File: src/rtl/pipeline_store_buffer.sv
// Store buffer between the MEM stage and the data memory. Stores are queued and
// retired in program order when the write port is free; loads forward from the youngest match.
module pipeline_store_buffer #(
  parameter int DEPTH = 4
) (
  input  logic        clk,
  input  logic        reset,
  input  logic        MemRd,
  input  logic        MemWr,
  input  logic [31:0] Addr,
  input  logic [31:0] WriteData,
  output logic [31:0] ReadData,
  output logic        Stall,
  output logic        Empty,
  input  logic        Mem_Busy,
  output logic [31:0] Mem_Addr,
  output logic [31:0] Mem_WriteData,
  output logic        Mem_MemRd,
  output logic        Mem_MemWr,
  input  logic [31:0] Mem_ReadData
);

  localparam int PW = $clog2(DEPTH);

  logic [29:0]   entry_addr [DEPTH];
  logic [31:0]   entry_data [DEPTH];
  logic [PW-1:0] head;
  logic [PW-1:0] tail;
  logic [PW:0]   count;

  logic          full;
  logic          drain;
  logic          enq;
  logic          fwd_hit;
  logic [31:0]   fwd_data;
  logic [PW-1:0] idx;

  assign Empty = (count == '0);
  assign full  = (count == (PW+1)'(DEPTH));
  // Loads own the memory port, so a drain only happens in a non-load cycle.
  assign drain = !Empty && !MemRd && !Mem_Busy;
  assign Stall = MemWr && full && !drain;
  assign enq   = MemWr && !Stall;

  assign Mem_MemRd     = MemRd;
  assign Mem_MemWr     = drain;
  assign Mem_Addr      = MemRd ? Addr : {entry_addr[head], 2'b00};
  assign Mem_WriteData = entry_data[head];

  // Scan oldest to youngest so the last match seen is the youngest store.
  always_comb begin
    fwd_hit  = 1'b0;
    fwd_data = '0;
    idx      = '0;
    for (int i = 0; i < DEPTH; i++) begin
      idx = head + PW'(i);
      if (((PW+1)'(i) < count) && (entry_addr[idx] == Addr[31:2])) begin
        fwd_hit  = 1'b1;
        fwd_data = entry_data[idx];
      end
    end
  end

  assign ReadData = MemRd ? (fwd_hit ? fwd_data : Mem_ReadData) : 32'h0;

  always_ff @(posedge clk or posedge reset) begin
    if (reset) begin
      head  <= '0;
      tail  <= '0;
      count <= '0;
    end else begin
      if (drain) head <= head + 1'b1;
      if (enq)   tail <= tail + 1'b1;
      case ({enq, drain})
        2'b10:   count <= count + 1'b1;
        2'b01:   count <= count - 1'b1;
        default: count <= count;
      endcase
    end
  end

  // Entry contents are left alone by reset; only the pointers define validity.
  always_ff @(posedge clk) begin
    if (enq) begin
      entry_addr[tail] <= Addr[31:2];
      entry_data[tail] <= WriteData;
    end
  end

endmodule

File: config.mk
export PLATFORM = sky130hd
export DESIGN_NAME = pipeline_store_buffer
export DESIGN_NICKNAME = d
export VERILOG_FILES = /design/src/rtl/pipeline_store_buffer.sv
export SDC_FILE = /design/constraint.sdc
export NUM_CORES = 1
export LEC_CHECK = 0
export BUFFER_PORTS_ARGS = -buffer_cell sky130_fd_sc_hd__buf_4
export CORE_ASPECT_RATIO = 0.6
export CORE_MARGIN = 1.5
export CORE_UTILIZATION = 40
export DETAILED_ROUTE_END_ITERATION = 10
export PLACE_DENSITY = 0.69
export SYNTH_ARGS = -nofsm -noshare
export SYNTH_HDL_FRONTEND = slang
export SYNTH_SLANG_ARGS = --single-unit
File: constraint.sdc
create_clock -name clk -period 4 [get_ports clk]
set_clock_uncertainty 0.05 [all_clocks]
set_input_delay 0.2 -clock clk [delete_from_list [all_inputs] [get_ports clk]]
set_output_delay 0.2 -clock clk [all_outputs]
set_load 0.1 [all_outputs]
==> results.py, run 1 <==
metrics = {
    "final_layout": {
        "seq_area_um2": 7630,
        "final_area_um2": 23800,
        "final_layout_size_suffix_gt1_share_pct": 35.3,
        "fin_cells": 2452,
        "nets": 1958,
        "multi_input_area_um2": 9980,
        "synthToLayoutAreaGrowth_pct": 33.1,
        "nFillCells": 3662,
    },
    "grt": {
        "grt_pass1_wl_um": 93900,
        "antenna_found_initial": 3,
        "grt_start_max_net_pins": 122,
        "grt-ovfl-total": 0,
        "grt_pass1_vias": 14700,
        "grt_util_all_layers_pct": 26.6,
    },
    "power_and_ir_drop": {
        "ir_drop_mv": 0.604,
        "power_density_nw_per_um2": 779,
        "power.share.combinational_pct": 64.7,
        "swShare_pct": 49.8,
        "clkPwrFrac_pct": 14.6,
        "p_seq_share_pct": 20.7,
        "internal_power_uw": 9310,
        "p_leak_uw": 0.00909,
        "p_sw_uw": 9240,
    },
    "setup_path": {
        "end_kind": "output port",
        "cp_common_cell": "buf_12",
        "max_stage_delay_ns": 0.52,
        "worstPathMaxFanout": 15,
        "slowest_stage": "or4_4",
        "path_class": "reg -> out",
        "cp_data_required_time_ns": 3.75,
        "path_cells": "buf_12 -> buf_16 -> buf_8 -> mux2i_2 -> a22o_1 -> or4_4 -> a2111oi_4 -> nor4b_4 -> buf_6 -> buf_12 -> and4b_4 -> buf_12 -> a32o_2 -> buf_12",
        "critPathTopFamily": "buffers and inverters",
        "path_buf_inv": 7,
        "cp.arrival_ns": 4.23,
        "start_kind": "flop",
    },
    "synthesis": {
        "synth_edf_count": 248,
        "ys.flop_type": "edfxtp_1",
        "ys_types": 75,
        "yosysWarnings": 0,
        "synth-seq-cells": 255,
        "netlist_area_um2": 17900,
        "yosysSeqAreaShare_pct": 42.6,
        "synthArstFlopShare_pct": 2.75,
        "avgSynthCellArea_um2": 11.6,
        "synth_cells": 1549,
        "synth_fp_nets": 1658,
    },
    "clocking": {
        "numCtsBuffers": 29,
        "cts.sink_count": 255,
        "cts_root_buf": "clkbuf_16",
        "path_clk_slew_ns": 0.07,
        "clock_path_buffers": 3,
        "h-tree-depth": 1,
        "cts_tree": "yes",
        "clkLatencyLatePin_ns": 0.56,
    },
    "route": {
        "drt_pass1_iterations": 6,
        "vias": 15300,
        "wire_per_inst_um": 26.3,
        "routed_via_density": 6.24,
        "ant_nets": 0,
        "drc_errors": 0,
        "routed_wl_um": 64500,
        "drt_iter0_drc": 1906,
    },
    "placed_design": {
        "port_buffers": 200,
        "place_congestion": 0.998,
        "dp_hpwl_um": 42300,
        "post-place-ws_ns": -0.116,
        "place_inst": 2288,
        "dpl_cell_area_um2": 21000,
    },
    "sta": {
        "fin_ws_ns": -0.476,
        "tightest_slew_ns": 1.08,
        "slew_headroom_pct": 27.9,
        "slew_viol_final": 0,
        "fin_tns_setup_ns": -14.43,
        "min_period_ns": 4.48,
        "finalHoldViolations": 0,
        "rsz0062_at_grt": "yes",
        "whs_ns": 0.0980,
        "max_freq_mhz": 223,
        "final-setup-viol-count": 32,
        "period_share_pct": 112,
    },
    "floorplan": {
        "die_w_um": 276,
        "core.rowCount": 59,
        "floorplan.initialDensity_pct": 41.0,
        "core-area_um2": 43700,
        "fp.dieH_um": 167,
        "pin_count": 201,
        "fp.dieArea_um2": 46100,
    },
    "outcome": {
        "outcome": "complete, but fails checks",
        "violations": "negative setup slack",
    },
    "flow_run": {
        "cap_violations": 0,
    },
    "min_path": {
        "hp-class": "in -> async",
    },
}
## kinds of logic (layout without fill, tap and decap cells)
family / Yosys count / after routing / share of synthesized area, %
xor gates and xnor gates: 102 / 102 / 4.99
other: 0 / 2 / 0
and+or+nand+nor: 316 / 316 / 8.91
adders and majority gates: 8 / 8 / 0.559
DFF: 255 / 255 / 42.6
AOI/OAI and AO/OA: 376 / 376 / 17.0
muxes: 310 / 310 / 20.6
buffers and inverters: 182 / 504 / 5.33
## metal layers
layer  vias up  GRT usage [%]  routed length [um]
met3        96           5.32                7130
met1      7628           40.0               28700
met5         -              0                  11
li1       6710              -                   -
met2       865           39.8               27600
met4         2           4.66                1090
## power by group through the flow
stage / Combinational [uW] / Sequential (uW) / Clock [uW]
global route: 12500 / 3890 / 2850
CTS: 11700 / 3830 / 2740
global placement: 11100 / 3880 / 0
finish: 12000 / 3840 / 2700
floorplan: 8410 / 3790 / 0
detailed placement: 11200 / 3910 / 0
## final cells by class
| class | count | area share, % |
|---|---|---|
| repair buffers | 429 | 18.7 |
| multi-input cells | 1112 | 41.9 |
| diodes | 2 | 0.0210 |
| flip-flops and latches | 255 | 32.0 |
| clock inverters | 23 | 0.898 |
| clock buffers | 30 | 3.06 |
| well taps | 579 | 3.04 |
| inverters | 22 | 0.347 |
## synth_stat cells, drive strengths merged (35+ instances only)
cell	count	area [um^2]
nand3	36	280
clkbuf	73	277
a31oi	35	219
mux4	40	901
edfxtp	248	7450
nand2b	35	219
o2111ai	69	604
buf	87	594
a21oi	48	240
mux2i	221	2230
mux2	49	556
nand2	138	518
nor2	53	199
xnor2	81	709
## worst reg2reg max path, stage by stage (launching register included)
cell	delay [ns]
dfrtp_1	0.45
inv_1	0.12
ha_1	0.23
o2111ai_1	0.18
and3_2	0.81
buf_12	0.36
## metrics by stage
| step | power (uW) | util, % |
|---|---|---|
| after global routing | 19300 | 54.5 |
| final | 18600 | 54.5 |
| after detailed placement | 15100 | 48.0 |
| after global placement | 15000 | 48.0 |
| after floorplan | 12200 | - |
| after CTS | 18300 | 53.5 |
## flip-flops by register name, summed over array words and instances (netlist names)
name and flops:
tail 2, entry_data 128, head 2, count 3
entry_addr 120
## final timing paths
check	from	to	slack [ns]	cells past startpoint
max	head[1]	ReadData[19]	-0.48	14
max in group asynchronous	reset	head[1]	3.53	3
min reg2reg	count[0]	count[0]	0.53	1
min	reset	head[0]	0.1	3
min in group clk	Mem_Busy	count[1]	0.10	4
max reg2reg	count[0]	entry_addr[3][17]	1.46	5
## cell usage in the layout (no fill, tap or decap), types with 10 or more instances in the layout
| cell type | Yosys | layout |
|---|---|---|
| edfxtp_1 | 248 | 248 |
| buf_4 | 12 | 274 |
| clkinv_2 | 0 | 10 |
| xor2_1 | 21 | 21 |
| a32o_2 | 0 | 13 |
| o31a_1 | 32 | 32 |
| nand2b_1 | 35 | 30 |
| dlygate4sd3_1 | 0 | 64 |
| a21oi_4 | 0 | 29 |
| nand2_1 | 138 | 137 |
| mux2i_1 | 219 | 204 |
| o21ai_0 | 28 | 19 |
| nand3_2 | 20 | 20 |
| nand3_1 | 16 | 16 |
| mux4_2 | 40 | 40 |
| o2111ai_1 | 69 | 68 |
| a22o_1 | 34 | 34 |
| a21oi_1 | 48 | 16 |
| mux2i_2 | 1 | 14 |
| buf_12 | 0 | 53 |
| nor2_1 | 53 | 53 |
| xnor2_1 | 81 | 77 |
| o22ai_1 | 14 | 14 |
| a31oi_1 | 35 | 35 |
| o211ai_2 | 30 | 29 |
| clkbuf_16 | 0 | 35 |
| buf_6 | 15 | 18 |
| mux2_2 | 47 | 47 |
| inv_1 | 21 | 20 |
| a32o_1 | 32 | 19 |
## repair_timing
| item | in CTS | in global routing |
|---|---|---|
| pin swaps | 12 | 14 |
| hold buffers | 64 | 0 |
| endpoints found under the hold margin | 256 | 0 |
| endpoints found under the setup margin | 32 | 32 |
| buffers inserted | 20 | 11 |
| cloned | 6 | 8 |
| gates resized for setup | 99 | 42 |
No activity file was read; power rests on OpenSTA's default activity.
==> run 2: changes to the inputs <==
--- a/config.mk
+++ b/config.mk
@@ -8,9 +8,9 @@
 export BUFFER_PORTS_ARGS = -buffer_cell sky130_fd_sc_hd__buf_4
 export CORE_ASPECT_RATIO = 0.6
 export CORE_MARGIN = 1.5
-export CORE_UTILIZATION = 40
+export CORE_UTILIZATION = 39
 export DETAILED_ROUTE_END_ITERATION = 10
-export PLACE_DENSITY = 0.69
+export PLACE_DENSITY = 0.68
 export SYNTH_ARGS = -nofsm -noshare
 export SYNTH_HDL_FRONTEND = slang
 export SYNTH_SLANG_ARGS = --single-unit
==> run 2 against run 1 <==
Compared with the run above: the run still ends with negative setup slack left; die area rose by 2.5%; wire length decreased by 0.65%; count of clock-buffer cells in the layout increased by 2; fmax fell by 0.35%; critical endpoint is now ReadData[29]; largest power group unchanged.
==> results.py, run 2 (synthesis results as in run 1) <==
metrics = {
    "outcome": {
        "outcome": "complete, but fails checks",
        "violations": "negative setup slack",
    },
    "placed_design": {
        "place_congestion": 0.994,
        "dp_hpwl_um": 42900,
        "port_buffers": 200,
    },
    "setup_path": {
        "cp_data_required_time_ns": 3.75,
        "worstPathMaxFanout": 31,
        "rr_worst_depth": 5,
        "end_kind": "output port",
        "cp.arrival_ns": 4.24,
        "rr_startpoint": "count[0]",
        "r2r_slack_ns": 1.56,
        "start_kind": "flop",
        "path_class": "reg -> out",
        "r2r-end": "entry_addr[1][20]",
    },
    "power_and_ir_drop": {
        "ir_drop_mv": 0.628,
        "swShare_pct": 49.1,
        "power.share.combinational_pct": 65.3,
        "power_density_nw_per_um2": 777,
        "internal_power_uw": 9730,
        "p_sw_uw": 9400,
        "p_leak_uw": 0.00937,
        "clkPwrFrac_pct": 14.5,
        "p_seq_share_pct": 20.2,
    },
    "final_layout": {
        "final_layout_size_suffix_gt1_share_pct": 38.5,
        "synthToLayoutAreaGrowth_pct": 37.5,
        "seq_area_um2": 7630,
        "multi_input_area_um2": 10400,
        "nFillCells": 3745,
        "final_cell_mix": "285 x buf_4, 248 x edfxtp_1, 193 x mux2i_1",
        "reg_top3": "entry_data: 128 flops, entry_addr: 120 flops, count: 3 flops",
        "final_common_cell": "buf_4",
        "utilization_pct": 54.6,
        "nets": 1989,
        "largest_register_ffs": 128,
        "largest-register": "entry_data",
    },
    "sta": {
        "period_share_pct": 112,
        "finalHoldViolations": 0,
        "slew_viol_final": 0,
        "tightest_slew_ns": 0.931,
        "max_freq_mhz": 223,
        "fin_ws_ns": -0.492,
        "final-setup-viol-count": 32,
        "fin_tns_setup_ns": -15.22,
        "slew_headroom_pct": 37.6,
        "min_period_ns": 4.49,
        "rsz0062_at_grt": "yes",
    },
    "route": {
        "routed_via_density": 6.19,
        "wire_per_inst_um": 25.8,
        "drt_iter0_drc": 1992,
        "drt_pass1_iterations": 5,
        "vias": 15400,
        "ant_nets": 0,
        "drc_errors": 0,
        "routed_wl_um": 64100,
    },
    "grt": {
        "grt_start_max_net_pins": 152,
        "antenna_found_initial": 1,
        "grt_util_all_layers_pct": 26.1,
        "grt_pass1_vias": 14700,
        "grt_pass1_wl_um": 93500,
        "grt-ovfl-total": 0,
    },
    "floorplan": {
        "fp.dieH_um": 169,
        "floorplan.initialDensity_pct": 39.7,
        "fp.dieArea_um2": 47200,
        "core-area_um2": 45000,
        "pin_count": 201,
        "die_w_um": 280,
        "core.rowCount": 60,
    },
    "clocking": {
        "path_clk_slew_ns": 0.07,
        "h-tree-depth": 1,
        "cts_tree": "yes",
        "numCtsBuffers": 27,
        "cts.sink_count": 255,
        "clkLatencyLatePin_ns": 0.56,
        "clock_path_buffers": 3,
        "cts_root_buf": "clkbuf_16",
    },
    "min_path": {
        "hp-class": "in -> async",
    },
    "flow_run": {
        "cap_violations": 0,
    },
}
## run 2: how the worst max path moves through the flow
stage                     startpoint            to  cells past startpoint  slack, ns
after floorplan              head[0]  ReadData[10]                     11      -0.34
after global placement       head[1]  ReadData[31]                     14      -0.07
after global routing         head[1]  ReadData[18]                     16      -0.57
final                        head[1]  ReadData[29]                     18      -0.49
after CTS                    head[1]  ReadData[13]                     14      -0.41
after detailed placement     head[0]  ReadData[12]                     12      -0.05
## run 2: worst max-delay path, cell delays in order, from the launching register on
cell and delay [ns]:
dfrtp_4 0.56, buf_12 0.18, buf_4 0.18, mux2i_4 0.21, buf_4 0.17, a222oi_1 0.32
buf_4 0.18, buf_4 0.09, buf_4 0.09, buf_4 0.10, buf_4 0.09, buf_4 0.11
a22o_1 0.12, nand3_1 0.08, nand4b_4 0.23, and4b_2 0.30, buf_12 0.17, a32o_2 0.28
buf_12 0.17
## run 2: area by class of cell
type / count / share of cell area [%]
inverters: 22 / 0.346
clock buffers: 32 / 2.90
diodes: 1 / 0.0102
clock inverters: 17 / 0.976
well taps: 589 / 2.99
flip-flops and latches: 255 / 31.0
multi-input cells: 1113 / 42.3
repair buffers: 461 / 19.5
## run 2: what timing repair did
item,CTS,global route
setup endpoints to repair,32,32
resized for setup,160,83
pin swaps,22,33
setup buffers,36,23
cloned,8,6
hold buffers,64,0
endpoints found under the hold margin,256,0
## run 2: power by group through the flow
stage / sequential [uW] / clock, uW / combinational, uW
2_1_floorplan: 3790 / 0 / 8410
6_report: 3860 / 2760 / 12500
4_1_cts: 3850 / 2810 / 12000
5_1_grt: 3920 / 2890 / 13000
3_3_place_gp: 3860 / 0 / 11100
3_5_place_dp: 3900 / 0 / 11200
## run 2: stage by stage
stage          hold WS (ns)  std cells  total power (uW)  cell area [um^2]  worst slack [ns]
2_1_floorplan       -0.0466       1549             12200             18200            -0.338
4_1_cts              0.0936       2461             18600             23900            -0.411
3_3_place_gp          0.153       2304             15000             21000           -0.0676
6_report              0.114       2490             19100             24600            -0.492
5_1_grt               0.140       2490             19800             24600            -0.573
3_5_place_dp          0.147       2304             15100             21000           -0.0475
## run 2: metal layers
metal / GRT usage (%) / part of all wire, % / up-vias
met3: 4.78 / 9.7 / 107
met5: 0 / 0 / -
met1: 39.3 / 45 / 7742
li1: - / - / 6764
met4: 6.16 / 2.4 / 0
met2: 38.5 / 43 / 802
==> run 3: changes to the inputs <==
--- a/config.mk
+++ b/config.mk
@@ -5,12 +5,12 @@
 export SDC_FILE = /design/constraint.sdc
 export NUM_CORES = 1
 export LEC_CHECK = 0
-export BUFFER_PORTS_ARGS = -buffer_cell sky130_fd_sc_hd__buf_4
 export CORE_ASPECT_RATIO = 0.6
 export CORE_MARGIN = 1.5
 export CORE_UTILIZATION = 39
 export DETAILED_ROUTE_END_ITERATION = 10
-export PLACE_DENSITY = 0.68
+export DONT_BUFFER_PORTS = 1
+export PLACE_DENSITY = 0.64
 export SYNTH_ARGS = -nofsm -noshare
 export SYNTH_HDL_FRONTEND = slang
 export SYNTH_SLANG_ARGS = --single-unit
==> run 3 against run 2 <==
Compared with the run above: sequential power about the same; cell count down 5.8%; highest routed layer unchanged; critical endpoint is now ReadData[7]; sequential share of layout area grew 1.4 points; worst setup slack got worse by 0.016 ns; power is 3.1% lower; non-clock buffer count down 148; clock power is 1% lower; the flow still finishes with violations (negative setup slack); global-route usage grew 0.16 points; first-iteration DRC count down 9.0%; worst hold slack worse by 0.058 ns; register-to-register slack lost 0.30 ns.
==> results.py, run 3 (synthesis results as in run 1) <==
metrics = {
    "setup_path": {
        "critPathTopFamily": "buffers and inverters",
        "path_buf_inv": 8,
        "cp_data_required_time_ns": 3.75,
        "cp.arrival_ns": 4.26,
        "cp_common_cell": "buf_12",
        "path_class": "reg -> out",
        "start_kind": "flop",
        "path_cells": "buf_12 -> buf_8 -> buf_12 -> mux2i_4 -> xnor2_2 -> or4_4 -> a2111oi_4 -> nor4b_4 -> buf_6 -> buf_12 -> and4b_4 -> buf_6 -> clkbuf_16 -> a32o_2 -> buf_12",
        "max_stage_delay_ns": 0.58,
        "end_kind": "output port",
        "worstPathMaxFanout": 8,
        "slowest_stage": "or4_4",
    },
    "clocking": {
        "cts_tree": "yes",
        "h-tree-depth": 1,
        "numCtsBuffers": 28,
        "cts_root_buf": "clkbuf_16",
        "clock_path_buffers": 3,
        "cts.sink_count": 255,
        "clkLatencyLatePin_ns": 0.55,
        "path_clk_slew_ns": 0.06,
    },
    "final_layout": {
        "synthToLayoutAreaGrowth_pct": 31.7,
        "reg_top3": "entry_data: 128 flops, entry_addr: 120 flops, count: 3 flops",
        "utilization_pct": 52.3,
        "final_layout_size_suffix_gt1_share_pct": 34.0,
        "largest_register_ffs": 128,
        "nFillCells": 3844,
        "final_common_cell": "edfxtp_1",
        "seq_area_um2": 7630,
        "final_cell_mix": "248 x edfxtp_1, 205 x mux2i_1, 141 x buf_4",
        "multi_input_area_um2": 10400,
        "nets": 1841,
        "largest-register": "entry_data",
    },
    "floorplan": {
        "pin_count": 201,
        "die_w_um": 280,
        "floorplan.initialDensity_pct": 39.7,
        "core-area_um2": 45000,
        "fp.dieArea_um2": 47200,
        "fp.dieH_um": 169,
        "core.rowCount": 60,
    },
    "route": {
        "ant_nets": 0,
        "routed_via_density": 6.43,
        "drt_pass1_iterations": 6,
        "drc_errors": 0,
        "wire_per_inst_um": 27.9,
        "routed_wl_um": 65400,
        "drt_iter0_drc": 1812,
        "vias": 15100,
    },
    "sta": {
        "max_freq_mhz": 222,
        "finalHoldViolations": 0,
        "fin_tns_setup_ns": -15.39,
        "fin_ws_ns": -0.508,
        "slew_viol_final": 0,
        "min_period_ns": 4.51,
        "slew_headroom_pct": 21.6,
        "tightest_slew_ns": 1.18,
        "final-setup-viol-count": 32,
        "period_share_pct": 113,
        "rsz0062_at_grt": "yes",
    },
    "grt": {
        "grt_start_max_net_pins": 82,
        "antenna_found_initial": 4,
        "grt_util_all_layers_pct": 26.2,
        "grt-ovfl-total": 0,
        "grt_pass1_vias": 14600,
        "grt_pass1_wl_um": 94400,
    },
    "power_and_ir_drop": {
        "power_uw": 18500,
        "p_leak_uw": 0.00872,
        "power_density_nw_per_um2": 786,
        "ir_drop_mv": 0.387,
    },
    "min_path": {
        "hp-class": "in -> reg",
    },
    "placed_design": {
        "place_congestion": 0.961,
        "port_buffers": 0,
        "dp_hpwl_um": 41100,
    },
    "outcome": {
        "violations": "negative setup slack",
        "outcome": "complete, but fails checks",
    },
    "flow_run": {
        "cap_violations": 0,
    },
}
[run 3: cell count changes in the layout (fill, tap and decap cells not counted), sizes merged]
cell / previous run / this run
clkinvlp: 2 / 3
bufinv: 6 / 3
clkinv: 9 / 10
inv: 22 / 21
o21ai: 31 / 30
bufbuf: 0 / 1
buf: 392 / 239
diode: 1 / 3
dlygate4sd3: 64 / 67
clkbuf: 37 / 43
[run 3: cell type report]
class                   count  share of cell area [%]
multi-input cells        1112                    44.0
flip-flops and latches    255                    32.4
repair buffers            313                    16.1
clock buffers              37                    3.33
well taps                 589                    3.13
clock inverters            15                   0.695
inverters                  22                   0.350
diodes                      3                  0.0318
[run 3: path summary, 6_finish.rpt]
| kind | slack [ns] | from | endpoint | cells past startpoint |
|---|---|---|---|---|
| min in group asynchronous | 0.49 | reset | head[0] | 3 |
| max in group asynchronous | 2.47 | reset | head[1] | 4 |
| hold reg to reg | 0.54 | count[0] | count[0] | 1 |
| hold / removal | 0.06 | Mem_Busy | count[1] | 4 |
| setup reg to reg | 1.26 | count[0] | count[1] | 9 |
| setup / recovery | -0.51 | head[1] | ReadData[7] | 15 |
[run 3: metal layers]
| metal | part of all wire [%] | vias to the layer above | track usage [%] |
|---|---|---|---|
| met5 | 0 | - | 0 |
| met4 | 1.8 | 0 | 4.91 |
| met3 | 10 | 105 | 6.21 |
| met2 | 43 | 865 | 38.9 |
| met1 | 45 | 7645 | 39.0 |
| li1 | - | 6477 | - |
[run 3: metrics by stage]
stage,hold slack (ns),cell area (um^2),setup slack (ns),instances
after floorplan,-0.0466,18200,-0.338,1549
after global placement,0.00526,20400,-0.174,2171
after detailed placement,0.0215,20400,-0.232,2171
after CTS,0.0257,22900,-0.465,2322
after global routing,0.0744,23600,-0.601,2344
final,0.0564,23600,-0.508,2346
[run 3: timing repair]
action	CTS	global route
setup buffers	20	16
gates cloned	12	7
endpoints found under the hold margin	260	0
hold buffers	67	0
endpoints found under the setup margin	32	33
pin swaps	13	35
resized for setup	71	95
[run 3: worst reg2reg max path, stage by stage (launching register included)]
cell and delay [ns]:
dfrtp_1 0.44, inv_1 0.11, ha_1 0.23, nor2b_2 0.15, buf_4 0.24, or3_1 0.42
and2_1 0.20, o221ai_1 0.15, dlygate4sd3_1 0.57, o31ai_1 0.06
[run 3: power breakdown]
part           switching [uW]  internal [uW]  total [uW]  leakage (uW)
registers                 306           3530        3840       0.00236
logic                    7770           4190       12000       0.00591
clock network            1140           1580        2720      0.000457
